**src/rtl/rr_arbiter4x2_pkg.sv**
```systemverilog
// Shared definitions for the 4-channel round-robin packet arbiter.
package rr_arbiter4x2_pkg;

  localparam int ARB_N = 4;
  localparam int SEL_W = 2;

  typedef enum logic {
    ARB  = 1'b0,
    LOCK = 1'b1
  } mode_t;

  // Rotate-priority search: first requester after ptr, ending with ptr
  // itself. Returns {found, idx}; idx is 0 when nothing is found.
  function automatic logic [SEL_W:0] rr_next(input logic [ARB_N-1:0] req,
                                             input logic [SEL_W-1:0] ptr);
    logic [SEL_W:0]   res;
    logic [SEL_W-1:0] idx;
    res = '0;
    for (int i = 1; i <= ARB_N; i++) begin
      idx = ptr + i[SEL_W-1:0];
      if (req[idx] && !res[SEL_W]) begin
        res = {1'b1, idx};
      end
    end
    return res;
  endfunction

endpackage

```
**src/rtl/rr_arbiter4x2_if.sv**
```systemverilog
// Handshake bundle between the upstream channels, the mux and the consumer.
import rr_arbiter4x2_pkg::*;

interface rr_arbiter4x2_if #(
  parameter int WIDTH = 2
);
  logic [ARB_N-1:0] V;
  logic [ARB_N-1:0] L;
  logic [ARB_N-1:0] R;
  logic [SEL_W-1:0] S;
  logic [WIDTH-1:0] M;
  logic [WIDTH-1:0] O;
  logic             OV;
  logic             ORDY;

  // Arbiter side: drives grants, mux select and the registered output.
  modport master (
    input  V, L, M, ORDY,
    output R, S, O, OV
  );

  // Environment side: upstream channels, mux and downstream consumer.
  modport slave (
    output V, L, M, ORDY,
    input  R, S, O, OV
  );
endinterface

```
**src/rtl/rr_arbiter4x2_pick4.sv**
```systemverilog
// Combinational rotate-priority encoder over the four channel valids.
import rr_arbiter4x2_pkg::*;

module rr_pick4 (
  input  logic [ARB_N-1:0] req,
  input  logic [SEL_W-1:0] ptr,
  output logic             found,
  output logic [SEL_W-1:0] g
);

  assign {found, g} = rr_next(req, ptr);

endmodule

```
**src/rtl/rr_arbiter4x2.sv**
```systemverilog
// Round-robin packet-locking arbiter feeding a 4:1 mux select and
// registering the mux result into a one-entry output stage.
import rr_arbiter4x2_pkg::*;

module rr_arbiter4x2 #(
  parameter int WIDTH = 2
) (
  input  logic           CLK,
  input  logic           RESET,
  rr_arbiter4x2_if.master bus
);

  mode_t            mode_q;
  logic [SEL_W-1:0] ptr_q;
  logic [SEL_W-1:0] lock_q;
  logic [WIDTH-1:0] o_q;
  logic             ov_q;

  logic             arb_found;
  logic [SEL_W-1:0] arb_g;
  logic             found;
  logic [SEL_W-1:0] g;
  logic             can_accept;
  logic             accept;

  rr_pick4 u_pick (
    .req   (bus.V),
    .ptr   (ptr_q),
    .found (arb_found),
    .g     (arb_g)
  );

  // Candidate selection: locked channel only while in a packet, otherwise
  // the round-robin winner; grant only when the output stage can take a beat.
  always_comb begin
    can_accept = !ov_q || bus.ORDY;
    if (mode_q == LOCK) begin
      found = bus.V[lock_q];
      g     = lock_q;
    end else begin
      found = arb_found;
      g     = arb_found ? arb_g : ptr_q;
    end
    accept = found && can_accept && !RESET;
    bus.S  = RESET ? '0 : g;
    bus.R  = accept ? (ARB_N'(1) << g) : '0;
  end

  // Mode/lock/pointer update and output register fill/drain.
  always_ff @(posedge CLK) begin
    if (RESET) begin
      mode_q <= ARB;
      ptr_q  <= SEL_W'(ARB_N - 1);
      lock_q <= '0;
      o_q    <= '0;
      ov_q   <= 1'b0;
    end else if (accept) begin
      o_q   <= bus.M;
      ov_q  <= 1'b1;
      ptr_q <= g;
      if (bus.L[g]) begin
        mode_q <= ARB;
      end else begin
        mode_q <= LOCK;
        lock_q <= g;
      end
    end else if (ov_q && bus.ORDY) begin
      ov_q <= 1'b0;
    end
  end

  assign bus.O  = o_q;
  assign bus.OV = ov_q;

endmodule

```
**src/flat_wrapper.sv**
```systemverilog
// flat-port wrapper written by rule: the top's interface ports become plain ports
module rr_arbiter4x2_flat 
#(
  parameter int WIDTH = 2
)
  (CLK, RESET, bus_V, bus_L, bus_M, bus_ORDY, bus_R, bus_S, bus_O, bus_OV);
  rr_arbiter4x2_if #(.WIDTH(WIDTH)) bus_i ();
  input  logic CLK;
  input  logic RESET;
  input wire logic [$bits(bus_i.V)-1:0] bus_V;
  input wire logic [$bits(bus_i.L)-1:0] bus_L;
  input wire logic [$bits(bus_i.M)-1:0] bus_M;
  input wire logic [$bits(bus_i.ORDY)-1:0] bus_ORDY;
  output wire logic [$bits(bus_i.R)-1:0] bus_R;
  output wire logic [$bits(bus_i.S)-1:0] bus_S;
  output wire logic [$bits(bus_i.O)-1:0] bus_O;
  output wire logic [$bits(bus_i.OV)-1:0] bus_OV;
  assign bus_i.V = bus_V;
  assign bus_i.L = bus_L;
  assign bus_i.M = bus_M;
  assign bus_i.ORDY = bus_ORDY;
  assign bus_R = bus_i.R;
  assign bus_S = bus_i.S;
  assign bus_O = bus_i.O;
  assign bus_OV = bus_i.OV;
  rr_arbiter4x2 #(.WIDTH(WIDTH)) u_core (.CLK(CLK), .RESET(RESET), .bus(bus_i));
endmodule
```
**config.mk**
```make
export PLATFORM = sky130hd
export DESIGN_NAME = rr_arbiter4x2_flat
export DESIGN_NICKNAME = d
export VERILOG_FILES = /design/src/rtl/rr_arbiter4x2_pkg.sv /design/src/rtl/rr_arbiter4x2_if.sv /design/src/rtl/rr_arbiter4x2_pick4.sv /design/src/rtl/rr_arbiter4x2.sv /design/src/flat_wrapper.sv
export SDC_FILE = /design/constraint.sdc
export NUM_CORES = 1
export LEC_CHECK = 0
export CORE_UTILIZATION = 25
export DETAILED_ROUTE_END_ITERATION = 8
export PLACE_DENSITY = 0.57
export SKIP_CTS_REPAIR_TIMING = 1
export SLEW_MARGIN = 10
export SYNTH_ARGS = -nofsm -noshare
export SYNTH_HDL_FRONTEND = slang
export SYNTH_HIERARCHICAL = 1
export SYNTH_SLANG_ARGS = --single-unit
export TNS_END_PERCENT = 100
```
**constraint.sdc**
```tcl
create_clock -name CLK -period 4.82 [get_ports CLK]
set_clock_uncertainty 0.05 [all_clocks]
set_input_delay 0.964 -clock CLK [delete_from_list [all_inputs] [get_ports CLK]]
set_output_delay 0.964 -clock CLK [all_outputs]
set_load 0.02 [all_outputs]
```
### After elaboration in Yosys (flattened, before gate mapping)

Cells that the tools add are included.

* $add $sub $neg: 3
* $mul: 0
* div/mod/pow operators: 0
* $lt $le $gt $ge: 6
* eq/ne operators: 0
* shift-type cells: 1
* mux-type cells: 24
* bitwise gates (word level): 1
* reductions and logical operators: 14

Operators by type and width (count)
* $lt 2x3->1 const B: 6
* $bmux 1 s2: 6
* $mux 3: 4
* $mux 1: 10
* $logic_and 1x1->1: 6
* $mux 2: 3
* $logic_not 1->1: 5
* $add 2x2->2 const B: 2
* $mux 4: 1
* $shl 1x2->4 const A: 1
* $add 2x1->2 const B: 1
* $reduce_and 2->1: 1
* $reduce_bool 2->1: 1
* $logic_or 1x1->1: 1
* $not 1->1: 1

* flip-flop bits (word level): 8
* latch bits: 0
* bits in writable memories: 0
* ROM bits: 0
* bits of input ports: 13
* output and inout port bits: 9
* word-level logic and storage cells: 54
* memories kept: 0

### Longest topological paths before layout

Gate-level depths: netlist of run 1.

* depth after elaboration: 19
* mapped depth: 8
* depth with buffers taken out: 8

### Cells and area by module

The synthesis of run 1 kept the hierarchy.

Modules (own cells, without submodules)
* rr_arbiter4x2: instances 1, cells each 56, area an instance 503.0 um^2, sequential area each 160.2 um^2
* rr_pick4: instances 1, cells each 14, area an instance 91.3 um^2, sequential area each 0.0 um^2

### Least setup slack after synthesis of run 1

No wires, ideal clock.

* path type: in2out
* start: input bus_V[2]
* end: output bus_R[0]
* arrival time: 2.520 ns
* data required time: 3.806 ns
* slack: 1.286 ns
* stages on the path: 7
* buffers on the path: 0
* cell sequence: and2b_1 a21oi_2 o221ai_2 mux2_2 mux2i_2 nand2_1 nor3_1

* longest elaborated chain between the ends: 16
* elaborated cells between the ends (all ways): 27
* classes of those cells: shift (1); mux (18); reduce/logical (8)

RTL lines
* from (decl): RTL line flat_wrapper.sv:10 `input wire logic [$bits(bus_i.V)-1:0] bus_V;`
* $bmux 1 s2: RTL line rr_arbiter4x2_pkg.sv:21 `if (req[idx] && !res[SEL_W]) begin`
* $mux 1 (not written as such): RTL line rr_arbiter4x2_pkg.sv:21
* $mux 3: RTL line rr_arbiter4x2_pkg.sv:21
* $logic_not 1->1: RTL line rr_arbiter4x2_pkg.sv:21
* $logic_and 1x1->1: RTL line rr_arbiter4x2_pkg.sv:21
* $mux 3: RTL line rr_arbiter4x2_pkg.sv:21
* $logic_not 1->1: RTL line rr_arbiter4x2_pkg.sv:21
* $logic_and 1x1->1: RTL line rr_arbiter4x2_pkg.sv:21
* $mux 3: RTL line rr_arbiter4x2_pkg.sv:21
* $logic_not 1->1: RTL line rr_arbiter4x2_pkg.sv:21
* $logic_and 1x1->1: RTL line rr_arbiter4x2_pkg.sv:21
* $mux 3 *: RTL line rr_arbiter4x2_pkg.sv:21
* via u_core.arb_g[0]: RTL line rr_arbiter4x2.sv:20 `logic [SEL_W-1:0] arb_g;`
* $mux 2 *: RTL line rr_arbiter4x2.sv:42 `g = arb_found ? arb_g : ptr_q;`
* $mux 2 *: RTL line rr_arbiter4x2.sv:37 `if (mode_q == LOCK) begin`
* $shl 1x2->4 *: RTL line rr_arbiter4x2.sv:46 `bus.R = accept ? (ARB_N'(1) << g) : '0;`
* $mux 4 *: RTL line rr_arbiter4x2.sv:46
* to (decl): RTL line flat_wrapper.sv:14 `output wire logic [$bits(bus_i.R)-1:0] bus_R;`

Mark *: on every way through the listed nets, which the timed path passes. The rest lies on a longest branch. The select of a mux whose other input is x is not followed.

### Worst setup path after layout of run 1

* start: input bus_V[2]
* end: output bus_R[2]

Same word-level chain as after synthesis.

==> results.ini, run 1 <==
[grt]
grt_usage_pct = 12.35
grt_max_degree = 13
grt.overflow.total = 0
antenna_found_initial = 0
grt_pass1_vias = 533
grt_pass1_wl_mm = 2.339

[timing]
tightest_slew_ps = 520.4
period_needed_ps = 4341
fmax_mhz = 230.3
setup_violations = 0
final.period_utilization_pct = 90.07
timing_hold_violations_final = 0
tns_ps = 0
rsz0062_at_grt = no
finalMaxSlewViolations = 0
max_slew_margin_pct = 64.31

[cts]
htreeDepth = 1
numCtsBuffers = 3
cts.sinks = 8
cts_buffer_depth = 2
cts.reportedPaths.clkPinSlew_ps = 50
cts_tree = yes
clock_latency_ps = 250
cts_root_buf = clkbuf_4

[logic_synthesis]
syn_avg_cell_area_um2 = 8.490
ys.warnings.count = 6
synth_fp_nets = 83
ys_ff_latch = 8
synthCells = 70
synth_cell_types = 26
seq_area_frac_synth_pct = 26.95
syn_area_um2 = 594.3

[finish]
final_cells = 121
layout_commonest_cell = clkdlybuf4s50_1
nets = 108
areaGrowthSynthToFinish_pct = 44.84
fin_util_pct = 38.54
final_cell_mix = 21 x clkdlybuf4s50_1, 9 x nand2_1, 8 x nor2_1, 8 x dfxtp_1, 6 x mux2i_1
insertedDiodeCount = 0
drive_gt1_share_pct = 16.13
fin_area_um2 = 860.8

[critical_path]
cpMaxStageDelayCell = clkdlybuf4s50_1
critPathKind = input port to output port
cp_top_family = buffers and inverters
cp_max_fo = 4
reg2reg_depth = 8
max_stage_delay_ps = 630
end_kind = output port
r2r_end = u_core/lock_q[1]
critPathArrivalTime_ps = 3330
r2r_slack_ps = 2560
critPathBufInv = 2
critPathLaunchType = input port
crit_top_cell = clkdlybuf4s50_1
critPathRequiredTime_ps = 3810
critical_path.cell_chain = clkdlybuf4s50_1, and2b_1, a21oi_2, o221ai_2, mux2_2, mux2i_2, nand2_1, nor3_1, clkdlybuf4s50_1
reg2reg_from = u_core/ptr_q[1]

[drt]
drt-initial-drc-count = 10
drtPass1Iterations = 2
drc = 0
routed_wl_mm = 1.396
viasPerCell = 4.744
routedWlPerCell_um = 11.54
ant_nets = 0
dr_total_vias = 574

[floorplan]
design.core.area_um2 = 2233
die_area_um2 = 2576
die_w_um = 50.76
die_y_um = 50.76
num_io_pins = 22
core.rowCount = 17
initial_utilization_pct = 26.61

[power]
power_leakage_nw = 0.3354
power_w = 0.0003003
power_density_nw_per_um2 = 348.9
vdd_drop_max_mv = 0.1533

[placement]
placed_area_um2 = 838.3
dp.cells = 118
portBuffers = 21
place.gp.congestion = 0.7085
hpwl_mm = 1.052

[min_path]
holdPathStages = 2
hold_end = u_core/bus.O[0]
worst_hold_path_type = flip-flop to flip-flop
hp-start = u_core/bus.O[0]

[flow_run]
drv_cap = 0

[outcome]
status = complete, no violations

==> worst max-delay path by stage <==
stage | startpoint | end | slack (ps) | depth (start not counted)
final | bus_V[2] | bus_R[2] | 480 | 9
after global routing | bus_V[2] | bus_R[2] | 330 | 9
after CTS | bus_V[2] | bus_R[0] | 470 | 9
after detailed placement | bus_V[2] | bus_R[2] | 460 | 9
after global placement | bus_V[1] | bus_R[0] | 520 | 7
after floorplan | bus_V[2] | bus_R[0] | 1290 | 7
==> per-layer routing <==
metal	GRT usage, %	wire (µm)	vias up
met2	18.22	652	13
li1	-	-	303
met3	3.636	71	0
met5	0	0	-
met4	6.944	0	0
met1	15.85	672	258
==> logic make-up (layout without fill, tap and decap cells) <==
logic type	after synthesis	in the layout	synth area share, %
and+or+nand+nor	32	32	27.37
AOI/OAI and AO/OA	13	13	16.63
muxes	12	12	25.68
DFF	8	8	26.95
buffers and inverters	5	28	3.367
==> synthesized netlist by cell type <==
library cell  count  share of area, %
nor2b_1           1               1.1
mux2_2            3               5.7
nand2b_1          3               3.2
nand3_1           2               1.7
mux2i_2           1               2.3
or3_1             1               1.1
o221ai_2          1               2.5
clkbuf_1          1              0.63
a311oi_1          2               2.9
nor2_4            1               1.9
clkbuf_2          1              0.84
mux2i_1           6                10
dfxtp_1           8                27
nor3_1            4               3.4
a21oi_2           1               1.5
a2111oi_2         1               2.5
a31oi_1           2               2.1
nor2_1            8               5.1
o21ai_0           3               2.5
a21oi_1           3               2.5
mux4_2            1               3.8
mux2i_4           1               3.8
inv_1             3               1.9
nand2_1           9               5.7
and2b_1           2               2.5
and4_4            1               1.9
==> per-stage QoR <==
step / hold slack, ps / setup slack (ps)
floorplan: 443.5 / 1286
global placement: 433.5 / 520.6
detailed placement: 436.3 / 463.1
CTS: 462.4 / 468.1
global route: 500.2 / 330.6
finish: 456.1 / 478.7
==> tightest hold or removal path: stages (launching register included) <==
cell and delay [ps]:
dfxtp_1 330, mux2i_1 70, nor2_1 70
==> cell type report <==
cell class,count,area [µm²]
Fill cell,242,1373
Multi-Input combinational cell,57,414.1
Timing Repair Buffer,22,217.7
Sequential cell,8,160.2
Tap cell,28,35.03
Clock buffer,3,22.52
Inverter,3,11.26
==> flip-flops by register name, indices dropped and copies added (netlist names) <==
| register | flops |
|---|---|
| u_core/bus.O | 2 |
| u_core/bus.OV | 1 |
| u_core/lock_q | 2 |
| u_core/mode_q | 1 |
| u_core/ptr_q | 2 |
==> power breakdown <==
group	internal [W]	total (W)	switching [W]
combinational	0.0000783	0.000154	0.0000755
clock	0.0000286	0.0000529	0.0000243
sequential	0.0000776	0.0000936	0.0000160
No activity file was read; power rests on OpenSTA's default activity.
==> inputs of run 2 (changes only) <==
--- a/config.mk
+++ b/config.mk
@@ -14,4 +14,4 @@
 export SYNTH_HDL_FRONTEND = slang
 export SYNTH_HIERARCHICAL = 1
 export SYNTH_SLANG_ARGS = --single-unit
-export TNS_END_PERCENT = 100
+export TNS_END_PERCENT = 20
==> results of run 2 <==
No change in the layout: final DEF, timing and power equal those of run 1.
==> inputs of run 3 (changes only) <==
--- a/config.mk
+++ b/config.mk
@@ -7,7 +7,8 @@
 export LEC_CHECK = 0
 export CORE_UTILIZATION = 25
 export DETAILED_ROUTE_END_ITERATION = 8
-export PLACE_DENSITY = 0.57
+export DONT_BUFFER_PORTS = 1
+export PLACE_DENSITY = 0.45
 export SKIP_CTS_REPAIR_TIMING = 1
 export SLEW_MARGIN = 10
 export SYNTH_ARGS = -nofsm -noshare
==> run 3 against run 2 <==
Effect of this change: utilization decreased by 9.7 points; total power down 11%; highest routed layer is now met4; critical path depth fell by 2; worst hold slack gained 28 ps; first-iteration DRC count down 10%; cell area shrank 25%; largest power group unchanged; clock power rose by 0.9%; via count down 9.9%; register-to-register slack got worse by 100 ps; die area did not move; wire length fell by 5.8%.
==> results.ini, run 3 (synthesized netlist as in run 1, its figures left out) <==
[outcome]
status = complete, no violations

[finish]
drive_gt1_share_pct = 19.72
regArea_um2 = 160.2
n_fill_cell = 243
fin_area_um2 = 643.1
areaGrowthSynthToFinish_pct = 8.211
layout_commonest_cell = nand2_1
insertedDiodeCount = 0
final_cell_mix = 9 x nand2_1, 8 x nor2_1, 8 x dfxtp_1, 6 x mux2i_1, 4 x nor3_1
nets = 86
fin_util_pct = 28.80
multiInputGateArea_um2 = 414.1

[timing]
max_slew_margin_pct = 58.16
final.period_utilization_pct = 76.65
finalMaxSlewViolations = 0
tns_ps = 0
rsz0062_at_grt = no
hold_slack_ps = 483.6
setup_violations = 0
fmax_mhz = 270.7
final.setup.worst_slack_ps = 1125
tightest_slew_ps = 610.2
timing_hold_violations_final = 0
period_needed_ps = 3695

[critical_path]
cp_top_family = simple AND/OR/NAND/NOR gates
critPathArrivalTime_ps = 2680
end_kind = output port
reg2reg_depth = 7
max_stage_delay_ps = 500
critical_path.cell_chain = and2b_1, a21oi_2, o221ai_2, mux2_2, mux2i_2, nand2_1, nor3_1
r2r_end = u_core/mode_q
critPathKind = input port to output port
critPathBufInv = 0
critPathRequiredTime_ps = 3810
r2r_slack_ps = 2460
cp_max_fo = 7
cpMaxStageDelayCell = nor3_1
reg2reg_from = u_core/ptr_q[1]
critPathLaunchType = input port

[min_path]
hp-start = u_core/lock_q[0]
hold_end = u_core/lock_q[0]
holdPathStages = 2
worst_hold_path_type = flip-flop to flip-flop

[cts]
cts_tree = yes
cts_root_buf = clkbuf_4
htreeDepth = 1
cts_buffer_depth = 2
clock_latency_ps = 260
cts.sinks = 8
cts.reportedPaths.clkPinSlew_ps = 60
numCtsBuffers = 3

[floorplan]
num_io_pins = 22
die_area_um2 = 2576
die_w_um = 50.76
die_y_um = 50.76
core.rowCount = 17
initial_utilization_pct = 26.61
design.core.area_um2 = 2233

[drt]
routedWlPerCell_um = 13.28
viasPerCell = 5.222
drtPass1Iterations = 4
drt-initial-drc-count = 9
dr_total_vias = 517
routed_wl_mm = 1.315
ant_nets = 0
drc = 0

[power]
vdd_drop_max_mv = 0.2099
power_density_nw_per_um2 = 414.0
power_leakage_nw = 0.2518

[grt]
antenna_found_initial = 0
grt_usage_pct = 10.98
grt.overflow.total = 0
grt_max_degree = 13
grt_pass1_vias = 478
grt_pass1_wl_mm = 2.104

[placement]
hpwl_um = 974.5
pre_cts_ws_ps = 1119
placed_area_um2 = 620.6
portBuffers = 0
place.gp.congestion = 0.7599

[flow_run]
drv_cap = 0

run 3: cell types whose count changed in the layout (fill, tap and decap cells not counted):
cell	before	now
clkdlybuf4s50_1	21	0
buf_4	1	0
run 3: through the flow:
stage          total power (W)  cells
6_report             0.0002663     99
5_1_grt              0.0002855     99
4_1_cts              0.0002677     99
3_5_place_dp         0.0002138     96
3_3_place_gp         0.0002127     96
2_1_floorplan        0.0001977     70
run 3: how the worst max path moves through the flow:
stage                   from  endpoint  slack [ps]  depth (start not counted)
floorplan           bus_V[2]  bus_R[0]        1290                          7
global placement    bus_V[2]  bus_R[2]        1140                          7
detailed placement  bus_V[2]  bus_R[0]        1120                          7
CTS                 bus_V[2]  bus_R[0]        1120                          7
global route        bus_V[2]  bus_R[0]        1000                          7
finish              bus_V[2]  bus_R[0]        1130                          7
run 3: power breakdown:
group	switching [W]	internal (W)	total (W)
clock	0.0000247	0.0000286	0.0000534
sequential	0.0000209	0.0000776	0.0000985
combinational	0.0000644	0.0000500	0.000114
total	0.000110	0.000156	0.000266
run 3: worst min-delay path, delay by kind of cell (launching register included):
kind / cells / cell delay, ps
DFF: 1 / 350
AOI/OAI and AO/OA: 1 / 60
buffers and inverters: 1 / 80
run 3: metal layers:
layer  GRT usage [%]  vias up  wire (µm)
li1                -      258          -
met5               0        -          0
met4           5.556        0          6
met2           15.11       23        537
met1           14.81      234        647
met3           3.939        2        124
run 3: layout make-up:
cell class | instances | area share (%)
clock buffers | 3 | 3.502
inverters | 3 | 1.751
multi-input cells | 57 | 64.40
well taps | 28 | 5.447
flip-flops and latches | 8 | 24.90
